===== config.mk =====
export PLATFORM = sky130hd
export DESIGN_NAME = pcs_tx_oset_gen
export DESIGN_NICKNAME = d
export VERILOG_FILES = /design/src/rtl/pcs_tx_pkg.sv /design/src/rtl/pcs_sat_counter.sv /design/src/rtl/pcs_tx_oset_gen.sv
export SDC_FILE = /design/constraint.sdc
export NUM_CORES = 1
export LEC_CHECK = 0
export CAP_MARGIN = 15
export CORE_MARGIN = 2
export CORE_UTILIZATION = 40
export CTS_CLUSTER_SIZE = 30
export DETAILED_ROUTE_END_ITERATION = 7
export PLACE_DENSITY_LB_ADDON = 0.2
export SLEW_MARGIN = 20
export SYNTH_ARGS = -nofsm -noshare
export SYNTH_HDL_FRONTEND = slang
export SYNTH_SLANG_ARGS = --single-unit
export TNS_END_PERCENT = 20

===== constraint.sdc =====
create_clock -name GTX_CLK -period 2.4 [get_ports GTX_CLK]
set_clock_uncertainty 0.2 [all_clocks]
set_input_delay 0.6 -clock GTX_CLK [delete_from_list [all_inputs] [get_ports GTX_CLK]]
set_output_delay 0.6 -clock GTX_CLK [all_outputs]
set_load 0.02 [all_outputs]

===== src/rtl/pcs_tx_pkg.sv =====
// Purpose: shared constants and state type for the 1000BASE-X PCS transmit path.
//   K-code octets for the ordered sets and the transmit ordered-set state enum.
package pcs_tx_pkg;

  localparam int unsigned OCT_W = 8;

  localparam logic [OCT_W-1:0] K28_5   = 8'hBC; // comma, first octet of /I/
  localparam logic [OCT_W-1:0] K27_7_S = 8'hFB; // /S/ start of packet
  localparam logic [OCT_W-1:0] K29_7_T = 8'hFD; // /T/ end of packet
  localparam logic [OCT_W-1:0] K23_7_R = 8'hF7; // /R/ carrier extend / alignment
  localparam logic [OCT_W-1:0] K30_7_V = 8'hFE; // /V/ error propagation

  // Each state names the code group most recently emitted.
  typedef enum logic [3:0] {
    IDLE_K,
    IDLE_D,
    SOP,
    DATA,
    ERR,
    EOP_T,
    EXT,
    R1,
    R2
  } state_e;

endpackage


===== src/rtl/pcs_sat_counter.sv =====
// Purpose: saturating up-counter with synchronous clear taking priority.
// Ports:
//   clk, rst_n  clock, asynchronous active-low reset
//   i_inc       count one event this cycle
//   i_clr       synchronous clear, wins over i_inc
//   o_cnt       counter value, holds at all-ones
module pcs_sat_counter #(
  parameter int unsigned W = 16
) (
  input  logic         clk,
  input  logic         rst_n,
  input  logic         i_inc,
  input  logic         i_clr,
  output logic [W-1:0] o_cnt
);

  logic [W-1:0] r_cnt;

  // Clear first, then increment unless already saturated.
  always_ff @(posedge clk or negedge rst_n) begin
    if (!rst_n) begin
      r_cnt <= '0;
    end else if (i_clr) begin
      r_cnt <= '0;
    end else if (i_inc && (r_cnt != {W{1'b1}})) begin
      r_cnt <= r_cnt + W'(1);
    end
  end

  assign o_cnt = r_cnt;

endmodule


===== src/rtl/pcs_tx_oset_gen.sv =====
// Purpose: 1000BASE-X PCS transmit ordered-set generator. Converts GMII
//   TXD/TX_EN/TX_ER into one code group per GTX_CLK for the 8b/10b encoder,
//   inserting /I/ /S/ /T/ /R/ /V/, keeping even/odd alignment and counting
//   packets and errors.
// Ports:
//   GTX_CLK, mr_main_reset    clock, asynchronous active-low reset
//   TXD, TX_EN, TX_ER         GMII transmit inputs
//   cnt_clr                   synchronous clear of both statistics counters
//   tx_byte, tx_is_k          code group octet and K flag to the encoder
//   tx_even                   current code group sits at an even position
//   transmitting              high while /S/, data, /V/ or /T/ is emitted
//   pkt_cnt, err_cnt          saturating /S/ and /V/ counts
module pcs_tx_oset_gen #(
  parameter logic [7:0]  IDLE_D   = 8'h50,
  parameter bit          EXT_EN   = 1'b1,
  parameter bit          ERR_PROP = 1'b1,
  parameter int unsigned CNT_W    = 16
) (
  input  logic             GTX_CLK,
  input  logic             mr_main_reset,
  input  logic [7:0]       TXD,
  input  logic             TX_EN,
  input  logic             TX_ER,
  input  logic             cnt_clr,
  output logic [7:0]       tx_byte,
  output logic             tx_is_k,
  output logic             tx_even,
  output logic             transmitting,
  output logic [CNT_W-1:0] pkt_cnt,
  output logic [CNT_W-1:0] err_cnt
);

  import pcs_tx_pkg::*;

  state_e     r_state;
  state_e     w_nxt;
  logic [7:0] r_tx_byte;
  logic       r_tx_is_k;
  logic       r_tx_even;
  logic       r_transmitting;
  logic [7:0] w_byte;
  logic       w_is_k;
  logic       w_tx;
  logic       w_pkt_inc;
  logic       w_err_inc;

  // Next code group from the last emitted one, and its octet/flags.
  always_comb begin
    w_nxt  = r_state;
    w_byte = K28_5;
    w_is_k = 1'b1;
    w_tx   = 1'b0;

    case (r_state)
      IDLE_K:              w_nxt = pcs_tx_pkg::IDLE_D;
      pcs_tx_pkg::IDLE_D:  w_nxt = TX_EN ? SOP : IDLE_K;
      SOP, DATA, ERR: begin
        if (TX_EN) begin
          w_nxt = (TX_ER && ERR_PROP) ? ERR : DATA;
        end else begin
          w_nxt = EOP_T;
        end
      end
      EOP_T:               w_nxt = (TX_ER && EXT_EN) ? EXT : R1;
      EXT:                 w_nxt = (TX_ER && !TX_EN && EXT_EN) ? EXT : R1;
      // R1 occupies the current position; a second /R/ is needed when the
      // following position would be odd so that /I/ starts even.
      R1:                  w_nxt = r_tx_even ? R2 : IDLE_K;
      R2:                  w_nxt = IDLE_K;
      default:             w_nxt = IDLE_K;
    endcase

    case (w_nxt)
      IDLE_K: begin
        w_byte = K28_5;
      end
      pcs_tx_pkg::IDLE_D: begin
        w_byte = IDLE_D;
        w_is_k = 1'b0;
      end
      SOP: begin
        w_byte = K27_7_S;
        w_tx   = 1'b1;
      end
      DATA: begin
        w_byte = TXD;
        w_is_k = 1'b0;
        w_tx   = 1'b1;
      end
      ERR: begin
        w_byte = K30_7_V;
        w_tx   = 1'b1;
      end
      EOP_T: begin
        w_byte = K29_7_T;
        w_tx   = 1'b1;
      end
      EXT, R1, R2: begin
        w_byte = K23_7_R;
      end
      default: begin
        w_byte = K28_5;
      end
    endcase
  end

  // State and output registers; reset state reads as an even comma.
  always_ff @(posedge GTX_CLK or negedge mr_main_reset) begin
    if (!mr_main_reset) begin
      r_state        <= IDLE_K;
      r_tx_byte      <= K28_5;
      r_tx_is_k      <= 1'b1;
      r_tx_even      <= 1'b1;
      r_transmitting <= 1'b0;
    end else begin
      r_state        <= w_nxt;
      r_tx_byte      <= w_byte;
      r_tx_is_k      <= w_is_k;
      r_tx_even      <= ~r_tx_even;
      r_transmitting <= w_tx;
    end
  end

  assign w_pkt_inc = (w_nxt == SOP);
  assign w_err_inc = (w_nxt == ERR);

  pcs_sat_counter #(.W(CNT_W)) u_pkt_cnt (
    .clk   (GTX_CLK),
    .rst_n (mr_main_reset),
    .i_inc (w_pkt_inc),
    .i_clr (cnt_clr),
    .o_cnt (pkt_cnt)
  );

  pcs_sat_counter #(.W(CNT_W)) u_err_cnt (
    .clk   (GTX_CLK),
    .rst_n (mr_main_reset),
    .i_inc (w_err_inc),
    .i_clr (cnt_clr),
    .o_cnt (err_cnt)
  );

  assign tx_byte      = r_tx_byte;
  assign tx_is_k      = r_tx_is_k;
  assign tx_even      = r_tx_even;
  assign transmitting = r_transmitting;

endmodule


==> run summary <==
======================================================================================
Outcome ................................................................. finished, final reports clean
Clk_lat worst skew ......................................................      0.30 ns
Wire length per cell after detailed routing ............................. 14.02 microns
Residual overflow from global routing ...................................            0
Number of maximum-capacitance violations ................................            0
Starting density of the core ............................................       0.4092
Largest net degree at the start of global routing .......................           48
Number of sinks on the clock net ........................................           47
Wire length of the first global-routing pass ............................ 10070 microns
Clk buf depth ...........................................................            2
Diode insertion count for antenna repair ................................            0
TritonCTS Buffers .......................................................            5
Dominant register cell in the synthesized netlist ....................... sky130_fd_sc_hd__dfrtp_1
Origin of the critical flop-to-flop path ................................ u_pkt_cnt.o_cnt[0]
Crit path DAT ...........................................................      2.36 ns
Total Routed Length ..................................................... 5791 microns
Number of cells on the worst reg-to-reg path ............................            6
Sum of negative setup slack .............................................         0 ns
Clock Pin Slew Worst Setup and Hold Paths ...............................      0.08 ns
Area after detailed placement ........................................... 0.003319 sq mm
WS Path Type ............................................................    in -> reg
CTS tree ................................................................         done
Residual DRC count ......................................................            0
Maximum operating frequency .............................................   0.4296 GHz
Post-synthesis cell count ...............................................          263
Number of endpoints with negative hold slack in the final report ........            0
Starting DRC count in detailed routing ..................................           95
Per-cell via count in the routed design .................................        5.278
Clock root buffer ....................................................... sky130_fd_sc_hd__clkbuf_8
Worst-margin pin slew ...................................................    0.5173 ns
Number of placed I/O pins ...............................................           56
Floorplan Core Area ..................................................... 0.006277 sq mm
Drt first pass iters ....................................................            4
Detailed-route via count ................................................         2180
Number of flops mapped to enable cells by yosys .........................            0
Critical path required time .............................................      2.43 ns
Horizontal extent of the die ............................................ 84.14 microns
Final instance area ..................................................... 0.003420 sq mm
Std cell rows ...........................................................           29
Pins over their slew limit ..............................................            0
Initial antenna violation count .........................................            0
Weighted congestion reported at the end of routability-driven placement .       0.7567
Total Nets Final ........................................................          350
Register-to-register path setup slack ...................................      0.11 ns
Post-synthesis register bit count .......................................           47
Crit path launch type ................................................... primary input
Hold-fix buffer count after cts .........................................            0
Standby leakage power ...................................................     1.398 nW
Via count of the first global-routing pass ..............................         2112
Remaining antenna violation count .......................................            0
Path class of the lowest-slack min-delay path ...........................  in -> async
Critical register-to-register path endpoint ............................. u_pkt_cnt.o_cnt[1]
Setup repair after global routing missed its margin .....................        false
Die Height .............................................................. 84.14 microns
Maximum fanout encountered on the critical timing path ..................            5
Critical path endpoint category .........................................         flop
Post-route minimum period ...............................................     2.328 ns
H-tree level count ......................................................            2
Netlist Area Pre-Place .................................................. 0.002569 sq mm
Synthesis-to-layout area growth .........................................       33.12%
Ratio of final minimum period to clock period ...........................       0.9699
# setup viols final .....................................................            0
Async S/R FF share, synth ...............................................        1.000
Headroom to the max-slew limit ..........................................       0.6525
Share of layout cells above drive strength 1 ............................       0.1458
Post-DP HPWL ............................................................ 4137 microns
Post-cts sizing count ...................................................            0
Count of different cell masters after synthesis .........................           50
Port Buffers ............................................................           55
Maximum ir drop on the vdd rail .........................................  0.0003947 V
Total nets after synthesis ..............................................          278
Mean instance size in the synthesized netlist ...........................  9.767 sq um
Beginning of the critical path ..........................................        TX_EN
Sequential element share of the synthesized area ........................       0.4613
Overall global routing resource usage ...................................       0.1738
Floorplan die area ...................................................... 0.007079 sq mm
Ratio of total power to cell area ....................................... 748.9 mW/mm^2
Number of warnings printed during yosys synthesis .......................            0
======================================================================================
[final cells by class]
type	count	area, sq um
Multi-Input combinational cell	200	1300
Sequential cell	47	1185
Clock buffer	8	100.1
Tap cell	77	96.34
Inverter	4	15.01
Fill cell	573	2858
Timing Repair Buffer	77	723.2
[cell usage after synthesis (2+ instances only)]
cell type,number,area (sq um)
sky130_fd_sc_hd__a221o_1,2,20.02
sky130_fd_sc_hd__mux2i_1,2,20.02
sky130_fd_sc_hd__ha_1,2,25.02
sky130_fd_sc_hd__and3_1,4,25.02
sky130_fd_sc_hd__nor3_2,2,20.02
sky130_fd_sc_hd__nand4_1,16,100.1
sky130_fd_sc_hd__clkbuf_1,5,18.77
sky130_fd_sc_hd__xor2_1,28,245.2
sky130_fd_sc_hd__nor3_1,4,20.02
sky130_fd_sc_hd__o2111ai_1,2,17.52
sky130_fd_sc_hd__or4_1,2,15.01
sky130_fd_sc_hd__nand3_1,10,50.05
sky130_fd_sc_hd__nor2b_1,2,12.51
sky130_fd_sc_hd__o211ai_1,7,52.55
sky130_fd_sc_hd__inv_1,3,11.26
sky130_fd_sc_hd__xnor2_1,4,35.03
sky130_fd_sc_hd__nand3b_1,2,15.01
sky130_fd_sc_hd__buf_6,2,22.52
sky130_fd_sc_hd__nand2b_1,7,43.79
sky130_fd_sc_hd__nor2_1,38,142.6
sky130_fd_sc_hd__nand4b_1,4,35.03
sky130_fd_sc_hd__o21ai_1,3,15.01
sky130_fd_sc_hd__nand2_1,17,63.81
sky130_fd_sc_hd__a21oi_1,7,35.03
sky130_fd_sc_hd__nor4_1,3,18.77
sky130_fd_sc_hd__o21ai_0,6,30.03
sky130_fd_sc_hd__and4_1,4,35.03
sky130_fd_sc_hd__dfrtp_1,40,1001
sky130_fd_sc_hd__buf_2,4,20.02
sky130_fd_sc_hd__and2_1,5,31.28
sky130_fd_sc_hd__dfstp_2,7,183.9
[where the power goes]
group	total [mW]	switching, mW	internal, mW	leakage (nW)
Sequential	1.00	0.0837	0.921	0.618
Clock	0.524	0.261	0.263	0.0515
Combinational	1.03	0.533	0.499	0.729
[cells by family (layout without fill, tap and decap cells)]
family,after synthesis,in the layout,synth area share
simple gates,129,129,0.2835
flops,47,47,0.4613
compound gates,34,34,0.09158
xor+xnor,32,32,0.1091
buf+inv,16,89,0.03264
mux,3,3,0.01218
fa+ha+maj,2,2,0.009740
[sequential cells by signal (all words and copies together), names as in the netlist]
register and count:
u_pkt_cnt.o_cnt 16, tx_byte 8, transmitting 1, tx_is_k 1, u_err_cnt.o_cnt 16, r_state 4, tx_even 1
[critical path: stages]
cell                              delay [ns]
sky130_fd_sc_hd__clkdlybuf4s50_1        0.47
sky130_fd_sc_hd__buf_4                  0.18
sky130_fd_sc_hd__nand2_1                0.07
sky130_fd_sc_hd__a22oi_1                0.07
sky130_fd_sc_hd__a221o_1                0.38
sky130_fd_sc_hd__nor3_4                 0.22
sky130_fd_sc_hd__inv_2                  0.05
sky130_fd_sc_hd__a221o_1                0.32
[layout by cell type (no fill, tap or decap), types with 2 or more instances in the layout]
cell	count
sky130_fd_sc_hd__o21ai_1	3
sky130_fd_sc_hd__and3_1	4
sky130_fd_sc_hd__dfrtp_1	40
sky130_fd_sc_hd__or4_1	2
sky130_fd_sc_hd__mux2i_1	2
sky130_fd_sc_hd__nor3_2	2
sky130_fd_sc_hd__o2111ai_1	2
sky130_fd_sc_hd__nand4_1	16
sky130_fd_sc_hd__o21ai_0	6
sky130_fd_sc_hd__nand2_1	17
sky130_fd_sc_hd__nand3b_1	2
sky130_fd_sc_hd__nand3_1	10
sky130_fd_sc_hd__a21oi_1	7
sky130_fd_sc_hd__ha_1	2
sky130_fd_sc_hd__o211ai_1	7
sky130_fd_sc_hd__nor4_1	3
sky130_fd_sc_hd__a221o_1	2
sky130_fd_sc_hd__clkbuf_8	7
sky130_fd_sc_hd__nor2_1	38
sky130_fd_sc_hd__xnor2_1	4
sky130_fd_sc_hd__and2_1	5
sky130_fd_sc_hd__buf_4	21
sky130_fd_sc_hd__dfstp_2	7
sky130_fd_sc_hd__and4_1	4
sky130_fd_sc_hd__xor2_1	28
sky130_fd_sc_hd__inv_1	3
sky130_fd_sc_hd__clkdlybuf4s50_1	54
sky130_fd_sc_hd__nand4b_1	4
sky130_fd_sc_hd__nand2b_1	7
sky130_fd_sc_hd__nor2b_1	2
sky130_fd_sc_hd__nor3_1	4
[stage by stage]
step           std cells  utilization  power [mW]  setup slack, ns  hold slack [ns]
2_1_floorplan        263            -       1.665           0.1526           0.1044
3_3_place_gp         405       0.5288       2.042          -0.2211           0.2787
3_5_place_dp         405       0.5288       2.060          -0.2753           0.2805
4_1_cts              413       0.5447       2.585          0.04661          0.08558
5_1_grt              413       0.5447       2.723         0.002231          0.09223
6_report             413       0.5447       2.561          0.07222          0.07226
[worst max-delay path by stage]
stage	end	cells past startpoint	slack [ns]
after detailed placement	tx_byte[3]	8	-0.28
final	tx_byte[3]	8	0.07
after global routing	u_pkt_cnt.o_cnt[1]	6	0.002
after floorplan	u_pkt_cnt.o_cnt[6]	7	0.15
after CTS	tx_byte[3]	8	0.05
after global placement	tx_byte[3]	8	-0.22
[metal layers]
metal	up-vias	wire, microns	share of wire	GRT usage
met3	6	209	0.036	0.03245
met5	-	0	0	0
met2	37	2822	0.49	0.2922
li1	1073	-	-	-
met1	1064	2699	0.47	0.2317
met4	0	59	0.010	0.04692
[what timing repair did]
item / CTS / global route
endpoints found under the setup margin: 0 / 4
buffers inserted: 0 / 0
hold endpoints to repair: 0 / 0
Note: power is estimated with default switching activity, not from simulation.
